<file path="src/rtl/arima_ctrl.sv">
// arima_ctrl: sequencer for the ARIMA datapath stage controls and training/forecast flow control.
// Define ARIMA_CTRL_OVF_ABORT_EN to abort into ERR on dp_overflow.
module arima_ctrl #(
  parameter int N     = 32,
  parameter int d_max = 10,
  parameter int p_max = 10,
  parameter int q_max = 10
) (
  input  logic         clk,
  input  logic         rst_n,
  input  logic         start,
  input  logic [N-1:0] n_train,
  input  logic [N-1:0] horizon,
  input  logic [N-1:0] d_order,
  input  logic         s_valid,
  output logic         s_ready,
  output logic         m_valid,
  input  logic         m_ready,
  input  logic         dp_overflow,
  output logic [1:0]   c_diff,
  output logic [1:0]   c_ar,
  output logic [1:0]   c_ma,
  output logic [1:0]   c_inte,
  output logic         sel_inte_in,
  output logic         busy,
  output logic         done,
  output logic         err
);
  if (p_max < 1 || q_max < 1 || d_max < 0) begin : g_bad_cfg
    $error("arima_ctrl: AR/MA orders must be positive");
  end
  typedef enum logic [2:0] {IDLE, CLEAR, TRAIN, FSTEP, FOUT, DONE, ERR} state_e;
  localparam logic [1:0] HOLD = 2'b00, CLR = 2'b01, SHIFT = 2'b10;
  localparam logic [N-1:0] D_SAT = N'(d_max);
  state_e state_q, state_d;
  logic [N-1:0] train_q, train_d, fc_q, fc_d, n_q, n_d, h_q, h_d, d_q, d_d;
  logic abort;
`ifdef ARIMA_CTRL_OVF_ABORT_EN
  assign abort = dp_overflow && (state_q == TRAIN || state_q == FSTEP || state_q == FOUT);
`else
  assign abort = 1'b0 && dp_overflow;
`endif
  assign s_ready = state_q == TRAIN;
  assign m_valid = state_q == FOUT;
  assign busy    = state_q != IDLE;
  assign done    = state_q == DONE;
  assign err     = state_q == ERR;
  always_comb begin
    state_d     = state_q;
    train_d     = train_q;
    fc_d        = fc_q;
    n_d         = n_q;
    h_d         = h_q;
    d_d         = d_q;
    c_diff      = HOLD;
    c_ar        = HOLD;
    c_ma        = HOLD;
    c_inte      = HOLD;
    sel_inte_in = 1'b1;
    case (state_q)
      IDLE, ERR: if (start) begin
        state_d = CLEAR;
        n_d     = n_train;
        h_d     = horizon;
        d_d     = (d_order > D_SAT) ? D_SAT : d_order;
      end
      CLEAR: begin
        {c_diff, c_ar, c_ma, c_inte} = {4{CLR}};
        train_d = '0;
        fc_d    = '0;
        state_d = (n_q != '0) ? TRAIN : (h_q != '0) ? FSTEP : DONE;
      end
      // differenced samples are meaningless until d_order of them have been seen
      TRAIN: if (s_valid) begin
        c_diff  = SHIFT;
        c_inte  = SHIFT;
        c_ar    = (train_q >= d_q) ? SHIFT : HOLD;
        c_ma    = (train_q >= d_q) ? SHIFT : HOLD;
        train_d = train_q + 1'b1;
        if (train_d == n_q) state_d = (h_q != '0) ? FSTEP : DONE;
      end
      FSTEP: begin
        sel_inte_in = 1'b0;
        c_ar        = SHIFT;
        c_ma        = SHIFT;
        c_inte      = SHIFT;
        state_d     = FOUT;
      end
      FOUT: begin
        sel_inte_in = 1'b0;
        if (m_ready) begin
          fc_d    = fc_q + 1'b1;
          state_d = (fc_d < h_q) ? FSTEP : DONE;
        end
      end
      DONE:    state_d = IDLE;
      default: state_d = IDLE;
    endcase
    if (abort) state_d = ERR;
  end
  always_ff @(posedge clk or negedge rst_n) begin
    if (!rst_n) begin
      state_q <= IDLE;
      train_q <= '0;
      fc_q    <= '0;
      n_q     <= '0;
      h_q     <= '0;
      d_q     <= '0;
    end else begin
      state_q <= state_d;
      train_q <= train_d;
      fc_q    <= fc_d;
      n_q     <= n_d;
      h_q     <= h_d;
      d_q     <= d_d;
    end
  end
endmodule

</file>
<file path="config.mk">
export PLATFORM = sky130hd
export DESIGN_NAME = arima_ctrl
export DESIGN_NICKNAME = d
export VERILOG_FILES = /design/src/rtl/arima_ctrl.sv
export SDC_FILE = /design/constraint.sdc
export NUM_CORES = 1
export LEC_CHECK = 0
export CORE_MARGIN = 2
export CORE_UTILIZATION = 47
export DETAILED_ROUTE_END_ITERATION = 12
export PLACE_DENSITY = 0.69
export SLEW_MARGIN = 20
export SYNTH_ARGS = -nofsm -noshare
export SYNTH_HDL_FRONTEND = slang
export SYNTH_SLANG_ARGS = --single-unit
</file>
<file path="constraint.sdc">
create_clock -name clk -period 4.61 [get_ports clk]
set_input_delay 0.461 -clock clk [delete_from_list [all_inputs] [get_ports clk]]
set_output_delay 0.461 -clock clk [all_outputs]
set_load 0.05 [all_outputs]
</file>
# == Yosys cells after proc, flatten, opt, wreduce, memory -nomap -nowiden ==
# Index checks and enable logic that the tools add are counted.
# totals
mem_bits_rw,0
reg_bits,163
mem_bits_ro,0
mem_count,0
latch_bits,0
wordCells,54
# classes
n_mul,0
n_div,0
n_eq_ne,11
shift,0
addsub,2
n_bitwise,0
mux,20
magnitude_cmp,3
reduce_logical,12
# op_table
op,n
$pmux W32 S2,2
$mux W32,3
$add A32 B1 Y32 const B,2
$reduce_bool A32 Y1,2
$eq A32 B32 Y1,1
$ge A32 B32 Y1,1
$gt A32 B4 Y1 const B,1
$lt A32 B32 Y1,1
$mux W3,7
$pmux W3 S5,1
$pmux W2 S3,2
$eq A3 B3 Y1 const B,3
$eq A3 B2 Y1 const B,2
$mux W2,3
$reduce_and A2 Y1,3
$ne A2 B1 Y1 const B,2
$ne A2 B2 Y1 const B,2
$pmux W2 S2,1
$reduce_and A4 Y1,1
$reduce_bool A2 Y1,2
$reduce_or A2 Y1,2
$eq A3 B1 Y1 const B,1
$logic_not A3 Y1,1
$reduce_bool A3 Y1,1
$mux W1,1

# == Logic depth before layout (Yosys ltp) ==
# logic_depth
word_depth,5
ltp_mapped,17

# == Least setup slack after synthesis ==
# Ideal clock, no wire load.
# synth_path
path_kind,flip-flop to output port
start,register train_q[0]
end,output port c_ma[1]
path_buffers,2
t_required_ns,4.149
path_slack_ns,0.671
arrival_time_ns,3.478
stages_incl_launch_ff,13
cell_sequence,dfrtp_1 -> clkbuf_1 -> inv_1 -> ha_1 -> nand2b_1 -> a21o_1 -> a21o_1 -> a21oi_1 -> o31a_1 -> a2111oi_0 -> a2111oi_0 -> a21boi_0 -> buf_4
# synth_via
elab_chain_cells,4
# synth_rtl
item,line,source
start: declaration,36,"logic [N-1:0] train_q, train_d, fc_q, fc_d, n_q, n_d, h_q, h_d, d_q, d_d;"
start signal: assignment,111,train_q <= train_d;
$ge A32 B32 Y1,--,
$mux W2 (2 in a row),--,
$pmux W2 S3,--,
end: declaration,22,"output logic [1:0] c_ma,"
# Every way passes these cells.

# == Worst setup path in the final report ==
# layout_path
start,register train_q[0]
end,output port c_ma[1]
# layout_via
elab_chain_cells,4
# layout_rtl
item,line,source
$ge A32 B32 Y1,78,c_ma = (train_q >= d_q) ? SHIFT : HOLD;
$mux W2,78,
$mux W2,74,TRAIN: if (s_valid) begin
$pmux W2 S3,60,case (state_q)
# Every way passes these cells.

==> impl_metrics.env <==
export IMPL_antenna_found_initial=0
export IMPL_port_buffer_count=114
export IMPL_synth_top_area_share_pct=39.2
export IMPL_setup_slack_ps=226
export IMPL_r2r_end="state_q[1]"
export IMPL_end_kind="primary output"
export IMPL_fin_skew_ps=10.4
export IMPL_cts_tree="built"
export IMPL_cts_made_buffers=17
export IMPL_area_growth_pct=19.3
export IMPL_intPower_uw=3680
export IMPL_grt_pass1_vias=8473
export IMPL_ys_ff_latch=163
export IMPL_n_antenna_cell=0
export IMPL_hpwl_mm=20.3
export IMPL_cts_sink_count=163
export IMPL_fin_setup_tns_ps=0
export IMPL_setup_viol=0
export IMPL_synthFlopType="dfrtp_1"
export IMPL_fmax_ghz=0.228
export IMPL_ff2ff_path_depth=14
export IMPL_die_area_sq_um=23300
export IMPL_combPwrFrac_pct=35.1
export IMPL_drive_gt1_share_pct=10.2
export IMPL_grt_pass1_wl_mm=45.1
export IMPL_synth_distinct_cells=60
export IMPL_synth_nets=1300
export IMPL_place_congestion=0.970
export IMPL_core_region_area_sq_um=21800
export IMPL_reg2reg_slack_ps=550
export IMPL_whs_ps=32.7
export IMPL_swShare_pct=36.9
export IMPL_layout_common_cells="dfrtp_1, clkdlybuf4s50_1, nand2_1, o21ai_0, inv_1"
export IMPL_start_util_pct=47.8
export IMPL_crit_required_ps=4150
export IMPL_worstSetupPathType="flop to primary output"
export IMPL_synth_area_leaders="dfrtp_1, ha_1, mux2_2, xnor2_1, o21ai_0"
export IMPL_clkPwrFrac_pct=27.4
export IMPL_ctsRootBufferMaster="clkbuf_16"
export IMPL_power_switching_uw=2150
export IMPL_p_leak_uw=0.00553
export IMPL_vias=8806
export IMPL_wl_mm=27.5
export IMPL_fin_nets=1384
export IMPL_gr_total_overflow=0
export IMPL_worst_pin_slew_ps=763
export IMPL_maxSlewHeadroom_pct=48.7
export IMPL_cp_start_kind="flop"
export IMPL_clock_latency_ps=430
export IMPL_crit_path_start="train_q[0]"
export IMPL_rsz0062_at_grt="no"
export IMPL_power_density_nw_per_um2=470
export IMPL_first_iter_violations=810
export IMPL_arrival_ps=3920
export IMPL_finalMaxSlewViolations=0
export IMPL_cts_buffer_depth=2
export IMPL_fin_crit_sh_pct=95.1
export IMPL_clk_pin_slew_ps=70
export IMPL_ys_async_sr_fraction_pct=100
export IMPL_cts_setup_buffers=0
export IMPL_die_w_um=153
export IMPL_drcViolationCount=0
export IMPL_drt_met1_wl_mm=13.1
export IMPL_max_cap_viol_count=0
export IMPL_std_cell_rows=54
export IMPL_grt_use_total_pct=24.1
export IMPL_viasPerCell=5.83
export IMPL_wl_per_cell_um=18.2
export IMPL_final_common_cell="dfrtp_1"
export IMPL_wl_met3_mm=1.88
export IMPL_syn_area_per_cell_sq_um=9.18
export IMPL_sequentialPowerShare_pct=37.5
export IMPL_grt_max_degree=93
export IMPL_vdd_drop_max_v=0.000255
export IMPL_period_minus_slack_ps=4380
export IMPL_routed_top_layer="met4"
export IMPL_yosys_warnings=0
export IMPL_fillers=1922
export IMPL_dieHeight_um=153
export IMPL_hold_path_class="input pin to asynchronous set/reset pin"
export IMPL_cp_max_fo=9
export IMPL_synth_largest_area_cell="dfrtp_1"
export IMPL_finalHoldViolCount=0
export IMPL_synthCells=1133
export IMPL_pre_cts_slack_ps=568
export IMPL_htree_levels=4
export IMPL_yosysSeqAreaShare_pct=39.2
export IMPL_met2_length_mm=12.2
export IMPL_run_status="finished clean"
export IMPL_first_pass_iters=5
export IMPL_syn_area_sq_um=10400
export IMPL_synth_edff_count=0
export IMPL_pin_count=116
export IMPL_ant_nets=0
export IMPL_r2r_start="fc_q[0]"
routing by layer:
metal | GRT usage [%] | vias up
met5 | 0 | -
met4 | 5.56 | 0
met3 | 4.27 | 22
met2 | 36.5 | 305
met1 | 36.0 | 4253
li1 | - | 4226
flip-flops by register name (all words and copies together), names as in the netlist:
signal and cells:
train_q 32, h_q 32, n_q 32, d_q 32, fc_q 32, state_q 3
cell families (layout without fill, tap and decap cells):
kind of cell             Yosys count  in the layout  share of synthesized area [%]
AND/OR/NAND/NOR                  404            404                           20.6
XOR/XNOR                          77             77                           6.49
AO/OA/AOI/OAI                    217            217                           13.1
buffers and inverters            138            235                           5.33
flip-flops                       163            163                           39.2
multiplexers                      69             69                           7.41
adder cells (fa/ha/maj)           65             65                           7.82
synth_stat cells, drive strengths merged, types with 2 or more instances:
cell type	n
buf	18
a22o	2
o21ai	83
and3	21
and3b	3
nor2	69
a2111oi	6
or2	4
nand2b	5
nor4	39
a211o	2
a211oi	5
o31ai	27
nor3	17
clkbuf	45
mux2	64
a21o	19
and4	7
ha	65
nand4b	2
nand2	89
nor2b	8
nand4	35
nor3b	2
o31a	2
or4	8
a21boi	2
mux2i	5
a31oi	11
o22ai	2
dfrtp	163
or3	5
o41ai	7
inv	75
xnor2	49
xor2	28
o21a	3
a21oi	37
o221ai	2
and2	42
nand3	46
worst max-delay path by stage:
stage | to | slack [ps] | cells past startpoint
5_1_grt | c_ma[1] | 20 | 11
3_3_place_gp | c_ma[1] | 650 | 11
2_1_floorplan | c_ma[1] | 670 | 12
4_1_cts | c_ar[1] | 100 | 11
6_report | c_ma[1] | 230 | 11
3_5_place_dp | c_ar[1] | 570 | 11
stage by stage:
step           std cells  utilization, %  total power [uW]  instance area, sq um
6_report            1510            57.0              5830                 12400
5_1_grt             1510            57.0              6180                 12400
4_1_cts             1510            57.0              5850                 12400
3_5_place_dp        1478            54.0              4240                 11700
3_3_place_gp        1478            54.0              4190                 11700
2_1_floorplan       1133               -              3550                 10400
area by class of cell:
class                      count  area, sq um  area share (%)
multi-input combinational    832         5780            46.6
sequential                   163         4080            32.9
timing repair buffer         128         1260            10.2
clock buffer                  18          429            3.46
tap                          280          350            2.82
inverter                      75          282            2.27
clock inverter                14          224            1.81
critical path: stages, from the launching register on:
cell             delay [ps]
dfrtp_1                 520
inv_1                   100
ha_1                    280
nand2b_1                 90
a21o_1                  100
a21o_1                  100
a21oi_1                  60
o31a_1                  230
a2111oi_0               660
a2111oi_0               150
a21boi_0                330
clkdlybuf4s50_1         870
power groups by stage:
stage	registers, uW	clock network [uW]	logic, uW
global placement	2190	0	2000
global route	2240	1680	2270
floorplan	2000	0	1550
detailed placement	2210	0	2040
CTS	2180	1620	2050
finish	2190	1600	2050
timing repair:
action                                  in CTS  in global routing
hold buffers                                 0                  0
resized for setup                            0                  1
endpoints found under the setup margin       0                  1
Power figures use the tool's default switching activity.
